[src/rtl/axi4_rd_resp_pkg.sv]
// Shared constants, FSM encoding and burst address stepping for the AXI4 read responder.
package axi4_rd_resp_pkg;

    localparam logic [1:0] BURST_FIXED = 2'd0;
    localparam logic [1:0] BURST_INCR  = 2'd1;
    localparam logic [1:0] BURST_WRAP  = 2'd2;
    localparam logic [1:0] BURST_RSVD  = 2'd3;

    localparam logic [1:0] RESP_OKAY   = 2'd0;
    localparam logic [1:0] RESP_SLVERR = 2'd2;

    typedef enum logic [1:0] {
        ST_IDLE  = 2'd0,
        ST_RUN   = 2'd1,
        ST_DRAIN = 2'd2
    } state_e;

    // For WRAP, len is 2^k-1, so it doubles as the mask of the wrapping bits.
    function automatic logic [63:0] next_word_addr(input logic [63:0] addr,
                                                   input logic [7:0]  len,
                                                   input logic [1:0]  burst);
        logic [63:0] mask;
        logic [63:0] nxt;
        mask = {56'd0, len};
        case (burst)
            BURST_FIXED: nxt = addr;
            BURST_WRAP:  nxt = (addr & ~mask) | ((addr + 64'd1) & mask);
            default:     nxt = addr + 64'd1;
        endcase
        return nxt;
    endfunction

endpackage

[src/rtl/axi4_rd_responder_if.sv]
// AXI4 read address and read data channels between a master and the responder.
interface axi4_rd_responder_if #(
    parameter int IDSIZE = 4,
    parameter int ASIZE  = 32,
    parameter int DSIZE  = 32,
    parameter int LSIZE  = 8
) ();
    logic [IDSIZE-1:0] s_arid;
    logic [ASIZE-1:0]  s_araddr;
    logic [LSIZE-1:0]  s_arlen;
    logic [2:0]        s_arsize;
    logic [1:0]        s_arburst;
    logic              s_arvalid;
    logic              s_arready;
    logic [IDSIZE-1:0] s_rid;
    logic [DSIZE-1:0]  s_rdata;
    logic [1:0]        s_rresp;
    logic              s_rlast;
    logic              s_rvalid;
    logic              s_rready;

    modport master (
        output s_arid, s_araddr, s_arlen, s_arsize, s_arburst, s_arvalid, s_rready,
        input  s_arready, s_rid, s_rdata, s_rresp, s_rlast, s_rvalid
    );

    modport slave (
        input  s_arid, s_araddr, s_arlen, s_arsize, s_arburst, s_arvalid, s_rready,
        output s_arready, s_rid, s_rdata, s_rresp, s_rlast, s_rvalid
    );
endinterface

[src/rtl/axi4_rd_resp_fifo.sv]
// Two-entry first-word-fall-through FIFO holding returned R beats.
module axi4_rd_resp_fifo #(
    parameter int W = 35
) (
    input  logic         clk,
    input  logic         rst_n,
    input  logic         push_i,
    input  logic [W-1:0] wdata_i,
    input  logic         pop_i,
    output logic [W-1:0] rdata_o,
    output logic         valid_o,
    output logic [1:0]   count_o
);
    logic [W-1:0] mem_q [2];
    logic         wr_ptr_q;
    logic         rd_ptr_q;
    logic [1:0]   count_q;

    // NOTE: the storage is reset too, because the head drives the bus directly and must read 0 out of reset.
    always_ff @(posedge clk or negedge rst_n) begin
        if (!rst_n) begin
            mem_q[0] <= '0;
            mem_q[1] <= '0;
            wr_ptr_q <= 1'b0;
            rd_ptr_q <= 1'b0;
            count_q  <= 2'd0;
        end else begin
            if (push_i) begin
                mem_q[wr_ptr_q] <= wdata_i;
                wr_ptr_q        <= ~wr_ptr_q;
            end
            if (pop_i) begin
                rd_ptr_q <= ~rd_ptr_q;
            end
            count_q <= count_q + 2'(push_i) - 2'(pop_i);
        end
    end

    assign rdata_o = mem_q[rd_ptr_q];
    assign valid_o = (count_q != 2'd0);
    assign count_o = count_q;
endmodule

[src/rtl/axi4_rd_responder.sv]
// AXI4 read responder: accepts one AR burst at a time, reads local memory per beat, returns R beats.
module axi4_rd_responder
    import axi4_rd_resp_pkg::*;
#(
    parameter int IDSIZE = 4,
    parameter int ASIZE  = 32,
    parameter int DSIZE  = 32,
    parameter int LSIZE  = 8,
    parameter int MEM_AW = 10
) (
    input  logic                 clk,
    input  logic                 rst_n,
    axi4_rd_responder_if.slave   s_axi,
    output logic                 mem_rd_en_o,
    output logic [MEM_AW-1:0]    mem_addr_o,
    input  logic [DSIZE-1:0]     mem_rdata_i
);
    localparam int OFF = $clog2(DSIZE / 8);
    localparam int FW  = DSIZE + 3;

    state_e              state_q, state_d;
    logic                ready_en_q;
    logic [IDSIZE-1:0]   id_q;
    logic [1:0]          burst_q;
    logic [LSIZE-1:0]    len_q;
    logic                err_q;
    logic [MEM_AW-1:0]   addr_q;
    logic [LSIZE:0]      left_q;
    logic                pend_q, pend_last_q, pend_err_q;

    logic                ar_hs, ar_err, r_pop, issue, last_issue;
    logic [63:0]         ar_word, ar_hi_word;
    logic [1:0]          fifo_count;
    logic [2:0]          occupancy;
    logic [FW-1:0]       fifo_wdata, fifo_rdata;

    // Decode the incoming request and flag anything this memory cannot serve.
    assign ar_word = 64'(s_axi.s_araddr) >> OFF;

    // NOTE: every combinational output gets a default first so no path can infer a latch.
    always_comb begin
        ar_hi_word = ar_word;
        case (s_axi.s_arburst)
            BURST_INCR: ar_hi_word = ar_word + 64'(s_axi.s_arlen);
            BURST_WRAP: ar_hi_word = ar_word | 64'(s_axi.s_arlen);
            default:    ar_hi_word = ar_word;
        endcase
        ar_err = (s_axi.s_arsize != 3'(OFF))
              || (s_axi.s_arburst == BURST_RSVD)
              || ((s_axi.s_arburst == BURST_WRAP)
                  && (s_axi.s_arlen != LSIZE'(1)) && (s_axi.s_arlen != LSIZE'(3))
                  && (s_axi.s_arlen != LSIZE'(7)) && (s_axi.s_arlen != LSIZE'(15)))
              || ((ar_word >> MEM_AW) != 64'd0)
              || ((ar_hi_word >> MEM_AW) != 64'd0);
    end

    assign ar_hs      = s_axi.s_arvalid && s_axi.s_arready;
    assign r_pop      = s_axi.s_rvalid && s_axi.s_rready;
    // A beat leaving this cycle frees its slot for the read issued this cycle.
    assign occupancy  = 3'(fifo_count) + 3'(pend_q) - 3'(r_pop);
    assign last_issue = issue && (left_q == (LSIZE+1)'(1));

    // State register
    // NOTE: sequential state is always updated with non-blocking assignments.
    always_ff @(posedge clk or negedge rst_n) begin
        if (!rst_n) begin
            state_q    <= ST_IDLE;
            ready_en_q <= 1'b0;
        end else begin
            state_q    <= state_d;
            ready_en_q <= 1'b1;
        end
    end

    // Next-state logic
    always_comb begin
        state_d = state_q;
        case (state_q)
            ST_IDLE:  if (ar_hs) state_d = ST_RUN;
            ST_RUN:   if (last_issue) state_d = ST_DRAIN;
            ST_DRAIN: if (r_pop && s_axi.s_rlast) state_d = ST_IDLE;
            default:  state_d = ST_IDLE;
        endcase
    end

    // Output logic
    always_comb begin
        s_axi.s_arready = ready_en_q && (state_q == ST_IDLE);
        issue           = (state_q == ST_RUN) && (occupancy < 3'd2);
        mem_rd_en_o     = issue && !err_q;
        mem_addr_o      = addr_q;
    end

    // Burst bookkeeping and the one-cycle memory read pipeline.
    always_ff @(posedge clk or negedge rst_n) begin
        if (!rst_n) begin
            id_q        <= '0;
            burst_q     <= BURST_FIXED;
            len_q       <= '0;
            err_q       <= 1'b0;
            addr_q      <= '0;
            left_q      <= '0;
            pend_q      <= 1'b0;
            pend_last_q <= 1'b0;
            pend_err_q  <= 1'b0;
        end else begin
            if (ar_hs) begin
                id_q    <= s_axi.s_arid;
                burst_q <= s_axi.s_arburst;
                len_q   <= s_axi.s_arlen;
                err_q   <= ar_err;
                addr_q  <= ar_word[MEM_AW-1:0];
                left_q  <= {1'b0, s_axi.s_arlen} + (LSIZE+1)'(1);
            end else if (issue) begin
                addr_q  <= MEM_AW'(next_word_addr(64'(addr_q), 8'(len_q), burst_q));
                left_q  <= left_q - (LSIZE+1)'(1);
            end
            pend_q      <= issue;
            pend_last_q <= last_issue;
            pend_err_q  <= err_q;
        end
    end

    assign fifo_wdata = {pend_err_q ? '0 : mem_rdata_i,
                         pend_err_q ? RESP_SLVERR : RESP_OKAY,
                         pend_last_q};

    axi4_rd_resp_fifo #(.W(FW)) u_fifo (
        .clk     (clk),
        .rst_n   (rst_n),
        .push_i  (pend_q),
        .wdata_i (fifo_wdata),
        .pop_i   (r_pop),
        .rdata_o (fifo_rdata),
        .valid_o (s_axi.s_rvalid),
        .count_o (fifo_count)
    );

    assign s_axi.s_rdata = fifo_rdata[FW-1:3];
    assign s_axi.s_rresp = fifo_rdata[2:1];
    assign s_axi.s_rlast = fifo_rdata[0];
    assign s_axi.s_rid   = id_q;
endmodule
[src/flat_wrapper.sv]
// flat-port wrapper written by rule: the top's interface ports become plain ports
module axi4_rd_responder_flat import axi4_rd_resp_pkg::*;
#(
    parameter int IDSIZE = 4,
    parameter int ASIZE  = 32,
    parameter int DSIZE  = 32,
    parameter int LSIZE  = 8,
    parameter int MEM_AW = 10
)
  (clk, rst_n, mem_rd_en_o, mem_addr_o, mem_rdata_i, s_axi_s_arid, s_axi_s_araddr, s_axi_s_arlen, s_axi_s_arsize, s_axi_s_arburst, s_axi_s_arvalid, s_axi_s_rready, s_axi_s_arready, s_axi_s_rid, s_axi_s_rdata, s_axi_s_rresp, s_axi_s_rlast, s_axi_s_rvalid);
  axi4_rd_responder_if #(.IDSIZE(IDSIZE), .ASIZE(ASIZE), .DSIZE(DSIZE), .LSIZE(LSIZE)) s_axi_i ();
  input  logic clk;
  input  logic rst_n;
  output logic mem_rd_en_o;
  output logic [MEM_AW-1:0] mem_addr_o;
  input  logic [DSIZE-1:0] mem_rdata_i;
  input wire logic [$bits(s_axi_i.s_arid)-1:0] s_axi_s_arid;
  input wire logic [$bits(s_axi_i.s_araddr)-1:0] s_axi_s_araddr;
  input wire logic [$bits(s_axi_i.s_arlen)-1:0] s_axi_s_arlen;
  input wire logic [$bits(s_axi_i.s_arsize)-1:0] s_axi_s_arsize;
  input wire logic [$bits(s_axi_i.s_arburst)-1:0] s_axi_s_arburst;
  input wire logic [$bits(s_axi_i.s_arvalid)-1:0] s_axi_s_arvalid;
  input wire logic [$bits(s_axi_i.s_rready)-1:0] s_axi_s_rready;
  output wire logic [$bits(s_axi_i.s_arready)-1:0] s_axi_s_arready;
  output wire logic [$bits(s_axi_i.s_rid)-1:0] s_axi_s_rid;
  output wire logic [$bits(s_axi_i.s_rdata)-1:0] s_axi_s_rdata;
  output wire logic [$bits(s_axi_i.s_rresp)-1:0] s_axi_s_rresp;
  output wire logic [$bits(s_axi_i.s_rlast)-1:0] s_axi_s_rlast;
  output wire logic [$bits(s_axi_i.s_rvalid)-1:0] s_axi_s_rvalid;
  assign s_axi_i.s_arid = s_axi_s_arid;
  assign s_axi_i.s_araddr = s_axi_s_araddr;
  assign s_axi_i.s_arlen = s_axi_s_arlen;
  assign s_axi_i.s_arsize = s_axi_s_arsize;
  assign s_axi_i.s_arburst = s_axi_s_arburst;
  assign s_axi_i.s_arvalid = s_axi_s_arvalid;
  assign s_axi_i.s_rready = s_axi_s_rready;
  assign s_axi_s_arready = s_axi_i.s_arready;
  assign s_axi_s_rid = s_axi_i.s_rid;
  assign s_axi_s_rdata = s_axi_i.s_rdata;
  assign s_axi_s_rresp = s_axi_i.s_rresp;
  assign s_axi_s_rlast = s_axi_i.s_rlast;
  assign s_axi_s_rvalid = s_axi_i.s_rvalid;
  axi4_rd_responder #(.IDSIZE(IDSIZE), .ASIZE(ASIZE), .DSIZE(DSIZE), .LSIZE(LSIZE), .MEM_AW(MEM_AW)) u_core (.clk(clk), .rst_n(rst_n), .s_axi(s_axi_i), .mem_rd_en_o(mem_rd_en_o), .mem_addr_o(mem_addr_o), .mem_rdata_i(mem_rdata_i));
endmodule
[config.mk]
export PLATFORM = sky130hd
export DESIGN_NAME = axi4_rd_responder_flat
export DESIGN_NICKNAME = d
export VERILOG_FILES = /design/src/rtl/axi4_rd_resp_pkg.sv /design/src/rtl/axi4_rd_responder_if.sv /design/src/rtl/axi4_rd_resp_fifo.sv /design/src/rtl/axi4_rd_responder.sv /design/src/flat_wrapper.sv
export SDC_FILE = /design/constraint.sdc
export NUM_CORES = 1
export LEC_CHECK = 0
export CAP_MARGIN = 20
export CORE_ASPECT_RATIO = 1.1
export CORE_MARGIN = 4
export CORE_UTILIZATION = 50
export CTS_BUF_LIST = sky130_fd_sc_hd__clkbuf_4 sky130_fd_sc_hd__clkbuf_8 sky130_fd_sc_hd__clkbuf_16
export DETAILED_ROUTE_END_ITERATION = 10
export HOLD_SLACK_MARGIN = 0.06
export PLACE_DENSITY = 0.8
export SYNTH_ARGS = -nofsm -noshare
export SYNTH_HDL_FRONTEND = slang
export SYNTH_SLANG_ARGS = --single-unit
[constraint.sdc]
create_clock -name clk -period 3.74 [get_ports clk]
set_input_delay 0.561 -clock clk [delete_from_list [all_inputs] [get_ports clk]]
set_output_delay 0.561 -clock clk [all_outputs]
set_load 0.01 [all_outputs]
==> results of run 1 <==
sequential cells by signal, indices dropped and copies added (netlist names), 2 cells and up, named ones only:
name,count
u_core.burst_q,2
u_core.left_q,9
u_core.len_q,8
u_core.mem_addr_o,3
u_core.s_axi.s_rid,4
u_core.state_q,2
u_core.u_fifo.count_o,2
u_core.u_fifo.mem_q,68
cell usage after synthesis (3+ instances only):
| cell type | count |
|---|---|
| buf_1 | 3 |
| nand3_1 | 12 |
| o22ai_1 | 3 |
| buf_4 | 3 |
| buf_2 | 6 |
| xnor2_1 | 7 |
| a21oi_1 | 12 |
| o21ai_1 | 14 |
| mux2_2 | 38 |
| inv_1 | 13 |
| xor2_1 | 12 |
| o21ai_0 | 67 |
| nor4_1 | 5 |
| ha_1 | 17 |
| nand2b_1 | 34 |
| nor3_1 | 3 |
| clkbuf_1 | 19 |
| nor2_1 | 21 |
| nand2_1 | 112 |
| nor4_2 | 3 |
| nand4_1 | 4 |
| dfrtp_1 | 112 |
| and3_1 | 4 |
how the worst max path moves through the flow:
stage,to,depth (start not counted),slack (ps)
2_1_floorplan,mem_rd_en_o,11,730
5_1_grt,mem_rd_en_o,12,50
6_report,mem_rd_en_o,12,180
3_5_place_dp,mem_rd_en_o,12,20
4_1_cts,mem_rd_en_o,12,150
3_3_place_gp,mem_rd_en_o,12,60
layer usage:
layer | routed length [microns] | up-vias | part of all wire [%]
met2 | 6450 | 175 | 47
met3 | 941 | 23 | 6.9
met5 | 0 | - | 0
li1 | - | 2178 | -
met1 | 6010 | 2174 | 44
met4 | 246 | 0 | 1.8
cell type report:
type / instances / area (sq um) / area share [%]
Sequential cell: 112 / 2800 / 38.0
Multi-Input combinational cell: 409 / 2580 / 35.0
Timing Repair Buffer: 142 / 1420 / 19.2
Clock buffer: 11 / 253 / 3.42
Tap cell: 147 / 184 / 2.49
Clock inverter: 5 / 86.3 / 1.17
Inverter: 14 / 52.6 / 0.712
worst max-delay path, stage by stage, from the launching register on:
cell	delay [ps]
dfrtp_2	440
or2_2	290
nand2_1	100
inv_1	60
ha_1	280
inv_1	60
ha_1	130
inv_1	50
fa_1	560
nand3b_4	90
or2_4	230
nor2_1	90
dlygate4sd2_1	270
power by group through the flow:
stage | clock (mW) | sequential, mW | combinational (mW)
floorplan | 0 | 1.93 | 1.39
global placement | 0 | 2.02 | 2.13
detailed placement | 0 | 2.04 | 2.20
CTS | 1.09 | 2.03 | 2.23
global route | 1.13 | 2.10 | 2.47
finish | 1.07 | 2.03 | 2.24
cell families (layout without fill, tap and decap cells):
group,after synthesis,count (layout)
simple gates,214,214
compound gates,117,117
flops,112,112
buf+inv,46,172
mux,38,38
xor+xnor,20,20
fa+ha+maj,18,18
other cells,2,2
per-stage QoR:
stage	instance area (sq um)	power, mW	utilization, %
after floorplan	5580	3.33	-
after global placement	7010	4.14	64.2
after detailed placement	7010	4.24	64.2
after CTS	7340	5.34	67.3
after global routing	7380	5.70	67.7
final	7380	5.35	67.7
==> impl_metrics.tcl, run 1 <==
set metrics [dict create \
    drc 0 \
    grt_pass1_vias 4727 \
    synth_compound_area_share_pct 12.0 \
    fin_cells 840 \
    synth_area_sq_um 5580 \
    status "finished clean" \
    yosysTopAreaCell "dfrtp_1" \
    cts.clk_slew.worst_paths_ps 70 \
    cap_violations 0 \
    synth_fa_ha_area_share_pct 4.17 \
    met1_usage_pct 28.3 \
    synth.distinct_cells 59 \
    p_leak_nw 3.17 \
    rsz0062_at_grt "no" \
    final.fill_count 882 \
    ys.flop_type "dfrtp_1" \
    r2r_start "u_core.u_fifo.count_o[1]" \
    yosys_warnings 0 \
    top_usage_layer "met2" \
    synth_xor_area_share_pct 3.27 \
    clock_skew_ps 8.95 \
    ys_async_sr_fraction_pct 100 \
    pwr-share-clk_pct 20.0 \
    required_ps 3180 \
    holdCritPathClass "input port to async pin" \
    portBuffers 133 \
    cts_max_level 3 \
    end_kind "primary output" \
    synth_simple_gate_area_share_pct 19.0 \
    rows 40 \
    cts_hold_buf 0 \
    syn_avg_cell_area_sq_um 9.84 \
    hpwlAfterDp_microns 9430 \
    areaGrowthSynthToFinish_pct 32.3 \
    antenna_cells 0 \
    path_class "register to primary output" \
    clock_sinks 112 \
    p_sw_share_pct 36.1 \
    grt_pass1_wl_microns 22200 \
    yosys-top-cells-area "dfrtp_1 (50%), mux2_2 (7.7%), nand2_1 (7.5%), o21ai_0 (6.0%), ha_1 (3.8%)" \
    worst_pin_slew_ps 945 \
    grt_overflow 0 \
    postCtsResizedCells 2 \
    die_h_microns 119 \
    grtUsageMet3_pct 4.39 \
    final_common_cell "clkdlybuf4s50_1" \
    drt_iter0_markers 236 \
    final_cell_mix "clkdlybuf4s50_1 (131), nand2_1 (111), dfrtp_1 (111), o21ai_0 (67), mux2_2 (38)" \
    synth_seq_area_share_pct 50.2 \
    p_sw_mw 1.93 \
    worstSetupStartpoint "u_core.u_fifo.count_o[1]" \
    finalCriticalPeriod_ps 3560 \
    coreArea_sq_um 10900 \
    post_cts_buffers 0 \
    slew-limit-headroom_pct 37.0 \
    maxSlewViolCount 0 \
    pin_count 137 \
    r2r_slack_ps 510 \
    finalSetupViolCount 0 \
    cp_max_fo 3 \
    track_usage_pct 21.4 \
    via_per_inst 5.42 \
    r2r_cells 14 \
    synth_top_area_share_pct 50.2 \
    p_int_mw 3.41 \
    firstDrtPassIters 4 \
    fin_ws_ps 177 \
    hold_ws_ps 232 \
    tns_ps 0 \
    cts_tree "yes" \
    hold_viol 0 \
    timing.fmax_mhz 281 \
    syn_nets 670 \
    routedWlPerCell_microns 16.2 \
    synth_top_family_by_area "simple AND/OR/NAND/NOR gates" \
    drtAntennaViolNets 0 \
    dieArea_sq_um 12900 \
    p_comb_share_pct 42.0 \
    die_w_microns 109 \
    seq_power_share_pct 38.0 \
    cts_root_buf "clkbuf_16" \
    antenna_found_initial 0 \
    grtUsageMet2_pct 35.3 \
    power_density_nw_per_um2 724 \
    synth_edf_count 0 \
    numCtsBuffers 9 \
    irDropWorstVdd_mv 0.310 \
    startpoint_type "register" \
    insertion_delay_ps 350 \
    synth_mux_area_share_pct 7.67 \
    grt_max_degree 67 \
    post-route-period-util_pct 95.3 \
    ys_ff_latch 112 \
    post-place-cells 822 \
    clock_path_buffers 2 \
    place.gp.congestion 0.897 \
    nets 791 \
    arrival_ps 3000 \
    synthCells 567 \
    initial_core_util_pct 51.2 \
    drt_wl_total_microns 13600 \
    dpl_worst_slack_ps 17.1 \
    num_vias 4550 \
    layout-drive-gt1-share_pct 11.7 \
]
Note: power is estimated with default switching activity, not from simulation.
==> run 2, diff against run 1 <==
--- a/config.mk
+++ b/config.mk
@@ -5,14 +5,15 @@
 export SDC_FILE = /design/constraint.sdc
 export NUM_CORES = 1
 export LEC_CHECK = 0
+export ABC_AREA = 1
 export CAP_MARGIN = 20
 export CORE_ASPECT_RATIO = 1.1
 export CORE_MARGIN = 4
-export CORE_UTILIZATION = 50
+export CORE_UTILIZATION = 53
 export CTS_BUF_LIST = sky130_fd_sc_hd__clkbuf_4 sky130_fd_sc_hd__clkbuf_8 sky130_fd_sc_hd__clkbuf_16
 export DETAILED_ROUTE_END_ITERATION = 10
 export HOLD_SLACK_MARGIN = 0.06
-export PLACE_DENSITY = 0.8
+export PLACE_DENSITY = 0.81
 export SYNTH_ARGS = -nofsm -noshare
 export SYNTH_HDL_FRONTEND = slang
 export SYNTH_SLANG_ARGS = --single-unit
==> impl_metrics.tcl, run 2 <==
set metrics [dict create \
    status "finished clean" \
    coreArea_sq_um 12700 \
    slew-limit-headroom_pct 28.6 \
    required_ps 3180 \
    syn_avg_cell_area_sq_um 6.89 \
    grt_pass1_wl_microns 28800 \
    cp_slowest_stage_delay_ps 470 \
    worst_pin_slew_ps 1070 \
    final_cell_mix "nand2_1 (342), inv_1 (161), clkdlybuf4s50_1 (131), dfrtp_1 (111), o21ai_0 (93)" \
    grt_max_degree 66 \
    rows 43 \
    numCtsBuffers 9 \
    cp_max_fo 3 \
    arrival_ps 2960 \
    hold_viol 0 \
    firstDrtPassIters 5 \
    slowest_stage "fa_1" \
    critPathTopFamily "adder cells" \
    r2r_start "u_core.u_fifo.count_o[1]" \
    cts_tree "yes" \
    num_vias 6646 \
    die_h_microns 128 \
    drc 0 \
    track_usage_pct 23.7 \
    maxSlewViolCount 0 \
    synth_area_sq_um 6920 \
    synth.distinct_cells 48 \
    cpMostUsedCell "inv_1" \
    grt_pass1_vias 6172 \
    clock_path_buffers 2 \
    ys_ff_latch 112 \
    end_kind "primary output" \
    final_common_cell "nand2_1" \
    die_w_microns 117 \
    finalCriticalPeriod_ps 3520 \
    yosys-top-cells-area "dfrtp_1 (40%), nand2_1 (19%), inv_1 (8.7%), o21ai_0 (6.7%), nor2_1 (4.4%)" \
    netlist_top_cells_count "nand2_1 (342), inv_1 (161), dfrtp_1 (112)" \
    post_cts_buffers 0 \
    areaGrowthSynthToFinish_pct 27.0 \
    synthCells 1004 \
    drt_iter0_markers 514 \
    path_class "register to primary output" \
    via_per_inst 5.16 \
    drtAntennaViolNets 0 \
    synth_edf_count 0 \
    path_cells "or2_2, nand2_1, inv_1, ha_1, inv_1, ha_1, inv_1, fa_1, inv_1, nor4_4, inv_2, nor2_1, dlygate4sd2_1" \
    tns_ps 0 \
    layout-drive-gt1-share_pct 6.01 \
    top_register "u_core.u_fifo.mem_q" \
    pin_count 137 \
    startpoint_type "register" \
    antenna_found_initial 0 \
    yosysMostFrequentCell "nand2_1" \
    cts.clk_slew.worst_paths_ps 80 \
    p_leak_nw 4.37 \
    cts_max_level 3 \
    insertion_delay_ps 350 \
    crit_cells 13 \
    dieArea_sq_um 15000 \
    top_regs "u_core.u_fifo.mem_q (68), u_core.left_q (9), u_core.len_q (8)" \
    r2r_slack_ps 600 \
    register_area_sq_um 2800 \
    worstSetupStartpoint "u_core.u_fifo.count_o[1]" \
    post-route-period-util_pct 94.2 \
    hpwlAfterDp_microns 12900 \
    rsz0062_at_grt "no" \
    timing.fmax_mhz 284 \
    antenna_cells 0 \
    fin_util_pct 69.2 \
    yosysTopAreaCell "dfrtp_1" \
    worst-path-buf-inv 6 \
    holdCritPathClass "input port to async pin" \
    routedWlPerCell_microns 13.6 \
    syn_nets 1107 \
    clock_sinks 112 \
    irDropWorstVdd_mv 0.330 \
    yosys_warnings 0 \
    clock_skew_ps 15.6 \
    final.fill_count 1079 \
    grt_overflow 0 \
    largest_reg_flops 68 \
    drt_wl_total_microns 17500 \
    ys_async_sr_fraction_pct 100 \
    nets 1230 \
    power_density_nw_per_um2 676 \
    initial_core_util_pct 54.5 \
    crit_end "mem_rd_en_o" \
    synth_seq_area_share_pct 40.5 \
    multi_input_area_sq_um 3360 \
    finalSetupViolCount 0 \
    synth_top_area_share_pct 40.5 \
    cap_violations 0 \
    cts_root_buf "clkbuf_16" \
    portBuffers 133 \
    r2r_cells 17 \
    place.gp.congestion 0.926 \
    ys.flop_type "dfrtp_1" \
]
==> run 2: routing by layer <==
| layer | share of wire, % | vias up | global-route usage (%) |
|---|---|---|---|
| met4 | 0.81 | 0 | 5.33 |
| met3 | 5.8 | 16 | 3.73 |
| li1 | - | 3373 | - |
| met2 | 48 | 208 | 39.0 |
| met5 | 0 | - | 0 |
| met1 | 45 | 3049 | 33.0 |
==> run 2: cell families (layout without fill, tap and decap cells) <==
group	Yosys count	after routing	synth area share [%]
simple gates	515	515	31.6
buf+inv	202	330	11.0
compound gates	136	136	10.9
flops	112	112	40.5
fa+ha+maj	18	18	3.36
xor+xnor	13	13	1.65
mux	6	6	0.868
other cells	2	2	0.109
==> run 2: cell type report <==
cell class | instances | area share, %
timing repair buffer | 143 | 16.3
sequential | 112 | 31.9
inverter | 171 | 7.30
tap | 157 | 2.23
multi-input combinational | 690 | 38.2
clock inverter | 6 | 1.28
clock buffer | 10 | 2.72
==> run 2: worst min-delay path by stage <==
stage          depth (start not counted)  slack, ps                       to
3_5_place_dp                           0        440        u_core.pend_err_q
4_1_cts                                1        340  u_core.u_fifo.mem_q[45]
5_1_grt                                1        380  u_core.u_fifo.mem_q[45]
6_report                               1        300  u_core.u_fifo.mem_q[45]
2_1_floorplan                          0        270                async pin
3_3_place_gp                           0        430        u_core.pend_err_q
==> run 2: power breakdown <==
| group | switching [mW] | internal (mW) |
|---|---|---|
| Sequential | 0.389 | 1.76 |
| Combinational | 1.48 | 1.21 |
| Clock | 0.475 | 0.625 |
==> run 2: metrics by stage <==
step | cells | instance area [sq um] | worst slack, ps | power, mW | hold WS, ps
2_1_floorplan | 1004 | 6920 | 574 | 3.66 | 265
3_3_place_gp | 1272 | 8410 | 37.4 | 4.73 | 432
3_5_place_dp | 1272 | 8410 | 6.95 | 4.82 | 438
4_1_cts | 1288 | 8760 | 168 | 5.94 | 338
5_1_grt | 1289 | 8790 | 39.5 | 6.41 | 376
6_report | 1289 | 8790 | 218 | 5.94 | 303
==> run 2: timing repair <==
| item | CTS | global route |
|---|---|---|
| hold buffers | 0 | 0 |
| gates resized for setup | 1 | 0 |
| setup endpoints to repair | 1 | 0 |
| hold endpoints to repair | 0 | 0 |
